[src/rtl/mrna_iso_seq.sv]
// Multi-lane protocol sequencer for the mRNA isolation bank: load, lyse, mix, separate, collect,
// and an optional flush step enabled by defining MRNA_FLUSH_EN.
module mrna_iso_seq #(
  parameter int CHANNELS      = 6,
  parameter int CNT_W         = 16,
  parameter int FILL_TICKS    = 64,
  parameter int PHASE_TICKS   = 8,
  parameter int MIX_CYCLES    = 16,
  parameter int SEP_TICKS     = 128,
  parameter int COLLECT_TICKS = 32,
  parameter int FLUSH_TICKS   = 16
) (
  input  logic                     clk,
  input  logic                     rst,
  input  logic                     start,
  input  logic [CHANNELS-1:0]      ch_mask,
  input  logic                     abort,
  output logic                     busy,
  output logic                     done,
  output logic                     aborted,
  output logic [3:0]               state_o,
  output logic [13*CHANNELS-1:0]   ctrl_out,
  output logic [13*CHANNELS-1:0]   flush_out
);

  // A zero duration still occupies one cycle.
  localparam int FILL_T    = (FILL_TICKS    == 0) ? 1 : FILL_TICKS;
  localparam int PHASE_T   = (PHASE_TICKS   == 0) ? 1 : PHASE_TICKS;
  localparam int MIX_T     = (MIX_CYCLES    == 0) ? 1 : MIX_CYCLES;
  localparam int SEP_T     = (SEP_TICKS     == 0) ? 1 : SEP_TICKS;
  localparam int COLLECT_T = (COLLECT_TICKS == 0) ? 1 : COLLECT_TICKS;
  localparam int FLUSH_T   = (FLUSH_TICKS   == 0) ? 1 : FLUSH_TICKS;

  localparam int B_COLLECT   = 0;
  localparam int B_LYSIS_IN  = 1;
  localparam int B_LYSIS_OUT = 2;
  localparam int B_PUSH      = 3;
  localparam int B_PUMP1     = 4;
  localparam int B_PUMP2     = 5;
  localparam int B_PUMP3     = 6;
  localparam int B_SEP       = 7;
  localparam int B_SIEVE     = 8;
  localparam int B_WASTE     = 9;
  localparam int B_BEADS     = 10;
  localparam int B_CELLS_IN  = 11;
  localparam int B_CELLS_OUT = 12;

  typedef enum logic [3:0] {
    S_IDLE       = 4'd0,
    S_LOAD_CELLS = 4'd1,
    S_LOAD_BEADS = 4'd2,
    S_LYSIS      = 4'd3,
    S_MIX        = 4'd4,
    S_SEPARATE   = 4'd5,
    S_COLLECT    = 4'd6,
    S_FLUSH      = 4'd7,
    S_DONE       = 4'd8
  } state_t;

  state_t                   state_q, state_d;
  logic [CNT_W-1:0]         cnt_q, cnt_d;
  logic [CNT_W-1:0]         ptick_q, ptick_d;
  logic [CNT_W-1:0]         cyc_q, cyc_d;
  logic [2:0]               phase_q, phase_d;
  logic [CHANNELS-1:0]      mask_q, mask_d;
  logic [13*CHANNELS-1:0]   ctrl_q, ctrl_d;
  logic [13*CHANNELS-1:0]   flush_q, flush_d;
  logic                     done_q, done_d;
  logic                     aborted_q, aborted_d;
  logic                     at_end;
  logic                     mix_end;
  logic [12:0]              pat;

  function automatic logic [CNT_W-1:0] dwell_last(state_t s);
    logic [CNT_W-1:0] r;
    r = '0;
    case (s)
      S_LOAD_CELLS, S_LOAD_BEADS, S_LYSIS: r = CNT_W'(FILL_T - 1);
      S_SEPARATE:                          r = CNT_W'(SEP_T - 1);
      S_COLLECT:                           r = CNT_W'(COLLECT_T - 1);
      S_FLUSH:                             r = CNT_W'(FLUSH_T - 1);
      default:                             r = '0;
    endcase
    return r;
  endfunction

  function automatic logic [12:0] lane_pattern(state_t s, logic [2:0] ph);
    logic [12:0] p;
    p = '0;
    case (s)
      S_LOAD_CELLS: begin p[B_CELLS_IN] = 1'b1; p[B_CELLS_OUT] = 1'b1; end
      S_LOAD_BEADS: begin p[B_BEADS] = 1'b1; p[B_SIEVE] = 1'b1; end
      S_LYSIS:      begin p[B_LYSIS_IN] = 1'b1; p[B_LYSIS_OUT] = 1'b1; end
      S_MIX: begin
        p[B_SEP] = 1'b1;
        // Peristaltic sequence {pump1,pump2,pump3}: 110 010 011 001 101 100.
        case (ph)
          3'd0:    begin p[B_PUMP1] = 1'b1; p[B_PUMP2] = 1'b1; end
          3'd1:    p[B_PUMP2] = 1'b1;
          3'd2:    begin p[B_PUMP2] = 1'b1; p[B_PUMP3] = 1'b1; end
          3'd3:    p[B_PUMP3] = 1'b1;
          3'd4:    begin p[B_PUMP1] = 1'b1; p[B_PUMP3] = 1'b1; end
          default: p[B_PUMP1] = 1'b1;
        endcase
      end
      S_SEPARATE:   begin p[B_SIEVE] = 1'b1; p[B_WASTE] = 1'b1; end
      S_COLLECT:    begin p[B_PUSH] = 1'b1; p[B_COLLECT] = 1'b1; end
      default:      p = '0;
    endcase
    return p;
  endfunction

  always_comb begin
    state_d   = state_q;
    cnt_d     = cnt_q + CNT_W'(1);
    ptick_d   = ptick_q;
    cyc_d     = cyc_q;
    phase_d   = phase_q;
    mask_d    = mask_q;
    done_d    = 1'b0;
    aborted_d = 1'b0;
    ctrl_d    = '0;
    flush_d   = '0;
    pat       = '0;
    at_end    = (cnt_q == dwell_last(state_q));
    mix_end   = (phase_q == 3'd5) && (ptick_q == CNT_W'(PHASE_T - 1)) &&
                (cyc_q == CNT_W'(MIX_T - 1));

    case (state_q)
      S_IDLE: begin
        cnt_d = '0;
        if (start && (|ch_mask)) begin
          state_d = S_LOAD_CELLS;
          mask_d  = ch_mask;
        end
      end
      S_LOAD_CELLS: if (at_end) state_d = S_LOAD_BEADS;
      S_LOAD_BEADS: if (at_end) state_d = S_LYSIS;
      S_LYSIS:      if (at_end) state_d = S_MIX;
      S_MIX: begin
        cnt_d = '0;
        if (ptick_q == CNT_W'(PHASE_T - 1)) begin
          ptick_d = '0;
          if (phase_q == 3'd5) begin
            phase_d = 3'd0;
            cyc_d   = cyc_q + CNT_W'(1);
          end else begin
            phase_d = phase_q + 3'd1;
          end
        end else begin
          ptick_d = ptick_q + CNT_W'(1);
        end
        if (mix_end) state_d = S_SEPARATE;
      end
      S_SEPARATE:   if (at_end) state_d = S_COLLECT;
      S_COLLECT: begin
`ifdef MRNA_FLUSH_EN
        if (at_end) state_d = S_FLUSH;
`else
        if (at_end) state_d = S_DONE;
`endif
      end
      S_FLUSH:      if (at_end) state_d = S_DONE;
      S_DONE:       state_d = S_IDLE;
      default:      state_d = S_IDLE;
    endcase

    // Every state starts its dwell and pump sequence from zero.
    if (state_d != state_q) begin
      cnt_d   = '0;
      ptick_d = '0;
      cyc_d   = '0;
      phase_d = '0;
    end

    if (abort && (state_q != S_IDLE)) begin
      state_d   = S_IDLE;
      cnt_d     = '0;
      ptick_d   = '0;
      cyc_d     = '0;
      phase_d   = '0;
      aborted_d = 1'b1;
    end

    // Outputs are decoded from the next state so they move with state_o.
    done_d = (state_d == S_DONE);
    pat    = lane_pattern(state_d, phase_d);
    for (int c = 0; c < CHANNELS; c++) begin
      ctrl_d[c*13 +: 13] = mask_d[c] ? pat : 13'd0;
`ifdef MRNA_FLUSH_EN
      flush_d[c*13 +: 13] = (mask_d[c] && (state_d == S_FLUSH)) ? 13'h1FFF : 13'd0;
`endif
    end
  end

  always_ff @(posedge clk) begin
    if (rst) begin
      state_q   <= S_IDLE;
      cnt_q     <= '0;
      ptick_q   <= '0;
      cyc_q     <= '0;
      phase_q   <= '0;
      mask_q    <= '0;
      ctrl_q    <= '0;
      flush_q   <= '0;
      done_q    <= 1'b0;
      aborted_q <= 1'b0;
    end else begin
      state_q   <= state_d;
      cnt_q     <= cnt_d;
      ptick_q   <= ptick_d;
      cyc_q     <= cyc_d;
      phase_q   <= phase_d;
      mask_q    <= mask_d;
      ctrl_q    <= ctrl_d;
      flush_q   <= flush_d;
      done_q    <= done_d;
      aborted_q <= aborted_d;
    end
  end

  assign busy      = (state_q != S_IDLE);
  assign done      = done_q;
  assign aborted   = aborted_q;
  assign state_o   = state_q;
  assign ctrl_out  = ctrl_q;
  assign flush_out = flush_q;

endmodule

[config.mk]
export PLATFORM = sky130hd
export DESIGN_NAME = mrna_iso_seq
export DESIGN_NICKNAME = d
export VERILOG_FILES = /design/src/rtl/mrna_iso_seq.sv
export SDC_FILE = /design/constraint.sdc
export NUM_CORES = 1
export LEC_CHECK = 0
export ABC_AREA = 1
export BUFFER_PORTS_ARGS = -buffer_cell sky130_fd_sc_hd__buf_2
export CAP_MARGIN = 0
export CORE_UTILIZATION = 48
export CTS_BUF_LIST = sky130_fd_sc_hd__clkbuf_8
export DETAILED_ROUTE_END_ITERATION = 7
export GPL_TIMING_DRIVEN = 0
export PLACE_DENSITY = 0.78
export SETUP_SLACK_MARGIN = 0.05
export SYNTH_ARGS = -nofsm -noshare
export SYNTH_HDL_FRONTEND = slang
export SYNTH_SLANG_ARGS = --single-unit
[constraint.sdc]
create_clock -name clk -period 1.9 [get_ports clk]
set_input_delay 0 -clock clk [delete_from_list [all_inputs] [get_ports clk]]
set_output_delay 0 -clock clk [all_outputs]
set_load 0.01 [all_outputs]
==> impl_summary.md <==
STA
For the final database, setup skew stands at 11.6 ps. The headroom to the max-slew limit is 0.651. The actual slew at the worst max-slew pin is just over 500 ps. Derived from the worst setup path, the maximum achievable clock frequency is between 0.4 and 0.5 GHz. The max-slew violation count came to 0. Dividing the final minimum period by the clock period gives 1.18. The final worst slack is -345 ps. Setup violations remaining at the end of the flow were counted as between 100 and 150. Setup repair after global routing could not meet its margin everywhere. The final hold violation count came to 0. The final critical-path required period is between 2000 and 2500 ps. Across all hold checks on the routed design, the worst slack comes to around 36 ps.

Detailed routing
The length of the first detailed-routing pass in iterations is 7. The average routed wire per standard cell is 12.0 um. The number of DRC markers in iteration 0 is 280. The detail route stage leaves a number of antenna-violating nets equal to 0. The residual DRC count is 7. The final route contains a little over 5000 vias. The via count normalized by instance count is roughly 4.5.

The total routed wirelength is 13300 um.

Synth
Ranked by instance count, the synthesized netlist is headed by sky130_fd_sc_hd__nor2_1, sky130_fd_sc_hd__dfxtp_1, sky130_fd_sc_hd__buf_4, sky130_fd_sc_hd__nand2_1, sky130_fd_sc_hd__inv_1. Of the post-synthesis cell area, the dominant cell type holds 0.423. By area the synthesized netlist is led by sky130_fd_sc_hd__dfxtp_1, sky130_fd_sc_hd__buf_4, sky130_fd_sc_hd__nor2_1.

The flop and latch count out of synthesis is about 120. The most used flip-flop cell after synthesis is sky130_fd_sc_hd__dfxtp_1. The biggest area contributor in the post-synthesis netlist is sky130_fd_sc_hd__dfxtp_1.

In the synthesized netlist the async set-or-reset flop fraction comes to 0. The unique cell type count in the Yosys netlist is 40. Synthesis handed over a netlist of around 740 instances.

A synthesized cell averages 7.92 um^2. The sequential share of the synthesized area is 0.423. In the post-synthesis netlist, the cell with the most instances is sky130_fd_sc_hd__nor2_1. During synthesis, Yosys emitted a total of 0 warnings.

The synthesized design contains 0 enable-type register cells. The mapped netlist covers roughly 0.0058 mm^2.

Floorplan
The floorplan die height is around 110 um. The die span in x is between 100 and 150 um. In this run the count of I/O pins placed on the die edge is 173. The area inside the core boundary is between 0.01 and 0.015 mm^2. The total number of placement rows is 39.

The total die area is 0.0126 mm^2. The starting density of the core is 0.502.

Critical path
The largest single stage delay on the critical path is 380 ps. In this design, the largest share of critical-path delay is due to simple AND/OR/NAND/NOR gates. Traced cell by cell, the critical path runs through inv_6, nand2_4, inv_2, nand3_1, nand2_1, nand3_2, nor2_4, inv_2, o21ai_2, nand2_2, nand2_2, inv_2, nand3_4, clkinv_4, nand3_4, nor2_1. The largest driver fanout on the critical path is 8. The kind of start point of the critical path is a flip-flop. The most numerous cell on the critical path is sky130_fd_sc_hd__inv_2. The arrival time of data at the critical path endpoint is 2580 ps. STA classifies the critical path endpoint as a flip-flop. The required arrival time at the worst endpoint is 2240 ps. The slowest stage of the critical path belongs to the cell sky130_fd_sc_hd__dfxtp_4. Counting both buffers and inverters, the worst setup path holds a total of 5. The category of the critical setup timing path is flip-flop to flip-flop.

Final layout
The post-synthesis to final-layout area growth is 34.4%. The filler cell count in the final layout is slightly above 900. Of the cells placed in the final design, the portion with a size suffix greater than 1 is 0.397. The net count of the finished layout is roughly 970. The finished cells cover about 0.008 mm^2. The number of inserted diodes is 0.

Global route
The via count of the first global-routing pass is approximately 4600. The largest net degree at the start of global routing is 17. In the global route stage, overall resource usage came out at 0.202. The global-route wire length before repair is 20400 um. The number of antenna violations at the first check in global routing is 0. The final global-route overflow total is 0.

Clock tree
The H-tree depth is 4. Clock-pin slew was measured on the worst setup and hold paths at 80 ps. The clock passes through at most 2 buffers. Clock tree synthesis selected as its root buffer the cell sky130_fd_sc_hd__clkbuf_8. TritonCTS built the clock tree. The tree built by TritonCTS fans out to 123 sinks. The clock reaches the later pin of the worst-skew pair after approximately 440 ps.

The number of buffers inserted during clock tree synthesis is 17.

Power and ir drop
The peak ir drop on the vdd network is about 0.79 mV. Dividing total power by cell area gives a power density of ~1100 mW/mm^2. The leakage power is ~3.7 nW.

Placed design
The number of input and output port buffers inserted is between 90 and 100. The post-detailed-placement half-perimeter wirelength is 8940 um. Summing all placed instances gives a cell area of a little under 0.007 mm^2.

The post-placement worst setup slack is -254 ps. The placer congestion estimate is roughly 0.86.

Status
The final reports fail on design-rule violations, negative setup slack. The flow ran to the end, but the final reports show violations.

Run
The number of max-cap violations is 0.

Min path
The classification of the worst-slack hold path is input pin to flip-flop.
## cell type report
cell class,count,area [um^2],share of cell area
tap,143,179,0.0229
clock inverter,15,116,0.0149
sequential,123,2480,0.316
clock buffer,17,234,0.0299
buffer,104,828,0.106
timing repair buffer,124,747,0.0954
multi-input combinational,498,2890,0.370
inverter,87,354,0.0452
## kinds of logic (layout without fill, tap and decap cells)
kind of cell / Yosys count / in the layout / synth area share
and+or+nand+nor: 349 / 349 / 0.296
xor gates and xnor gates: 28 / 28 / 0.0421
AOI/OAI and AO/OA: 40 / 40 / 0.0400
DFF: 123 / 123 / 0.423
buffers and inverters: 191 / 347 / 0.192
adders and majority gates: 3 / 3 / 0.00645
other: 1 / 78 / 0.000644
## power by group
group / internal, W / leakage (nW) / switching (W)
clock network: 0.000917 / 0.172 / 0.00112
registers: 0.00275 / 0.997 / 0.000101
logic: 0.00133 / 2.49 / 0.00203
## repair_timing
action,in CTS,in global routing
resized for setup,51,44
endpoints found under the hold margin,10,0
pin swaps,8,6
setup endpoints to repair,111,115
buffers inserted,18,4
hold buffers,6,0
gates cloned,2,0
## path summary, 6_finish.rpt
check,startpoint,end,slack (ps),depth (start not counted)
worst min register to register,cnt_q[0],cnt_q[0],470,1
worst max-delay path,state_o[3],ctrl_out[31],-350,16
worst max register to register,state_o[3],ctrl_out[31],-350,16
worst min-delay path,ch_mask[1],mask_q[1],40,4
## worst register-to-register path, cell delays in order, from the launching register on
cell                       delay, ps
sky130_fd_sc_hd__dfxtp_4         380
sky130_fd_sc_hd__inv_6           100
sky130_fd_sc_hd__nand2_4          80
sky130_fd_sc_hd__inv_2           120
sky130_fd_sc_hd__nand3_1          80
sky130_fd_sc_hd__nand2_1          80
sky130_fd_sc_hd__nand3_2         140
sky130_fd_sc_hd__nor2_4          180
sky130_fd_sc_hd__inv_2            70
sky130_fd_sc_hd__o21ai_2         170
sky130_fd_sc_hd__nand2_2         110
sky130_fd_sc_hd__nand2_2         100
sky130_fd_sc_hd__inv_2            80
sky130_fd_sc_hd__nand3_4         160
sky130_fd_sc_hd__clkinv_4        110
sky130_fd_sc_hd__nand3_4         140
sky130_fd_sc_hd__nor2_1           50
## sequential cells by signal, summed over array words and instances (netlist names)
register / cells
aborted: 1
ptick_q: 16
state_o: 4
cyc_q: 16
done: 1
ctrl_out: 60
phase_q: 3
cnt_q: 16
mask_q: 6
## metal layers
layer,up-vias,wire [um],track usage,share of wire
met5,-,0,0,0
met3,29,696,0.0502,0.052
met1,2286,5690,0.243,0.43
met2,156,6600,0.337,0.50
li1,2577,-,-,-
met4,0,347,0.0978,0.026
## metrics by stage
stage,utilization,instances,setup TNS [ps],total power [W]
after global placement,0.590,1049,-15780,0.00525
after floorplan,-,812,-21.5,0.00471
after CTS,0.656,1107,-10240,0.00779
after detailed placement,0.590,1049,-17070,0.00527
final,0.674,1111,-24870,0.00825
after global routing,0.674,1111,-38680,0.00866
## cells in the final DEF, fill, tap and decap left out, types with 6 or more instances in the layout
cell type	count
sky130_fd_sc_hd__inv_1	71
sky130_fd_sc_hd__nor2_2	20
sky130_fd_sc_hd__inv_6	6
sky130_fd_sc_hd__nand2_1	87
sky130_fd_sc_hd__a21oi_2	18
sky130_fd_sc_hd__nand2_2	8
sky130_fd_sc_hd__nor2_1	122
sky130_fd_sc_hd__clkbuf_8	17
sky130_fd_sc_hd__xor2_1	23
sky130_fd_sc_hd__buf_4	116
sky130_fd_sc_hd__nand2_4	8
sky130_fd_sc_hd__nand4_1	15
sky130_fd_sc_hd__conb_1	78
sky130_fd_sc_hd__buf_2	94
sky130_fd_sc_hd__buf_6	6
sky130_fd_sc_hd__nand3_2	7
sky130_fd_sc_hd__dfxtp_1	116
sky130_fd_sc_hd__nor3_1	12
sky130_fd_sc_hd__inv_2	10
sky130_fd_sc_hd__dlygate4sd3_1	6
sky130_fd_sc_hd__nor2_4	9
sky130_fd_sc_hd__nor3_2	15
sky130_fd_sc_hd__nand3_1	21
sky130_fd_sc_hd__o21ai_0	6
Note: power is estimated with default switching activity, not from simulation.
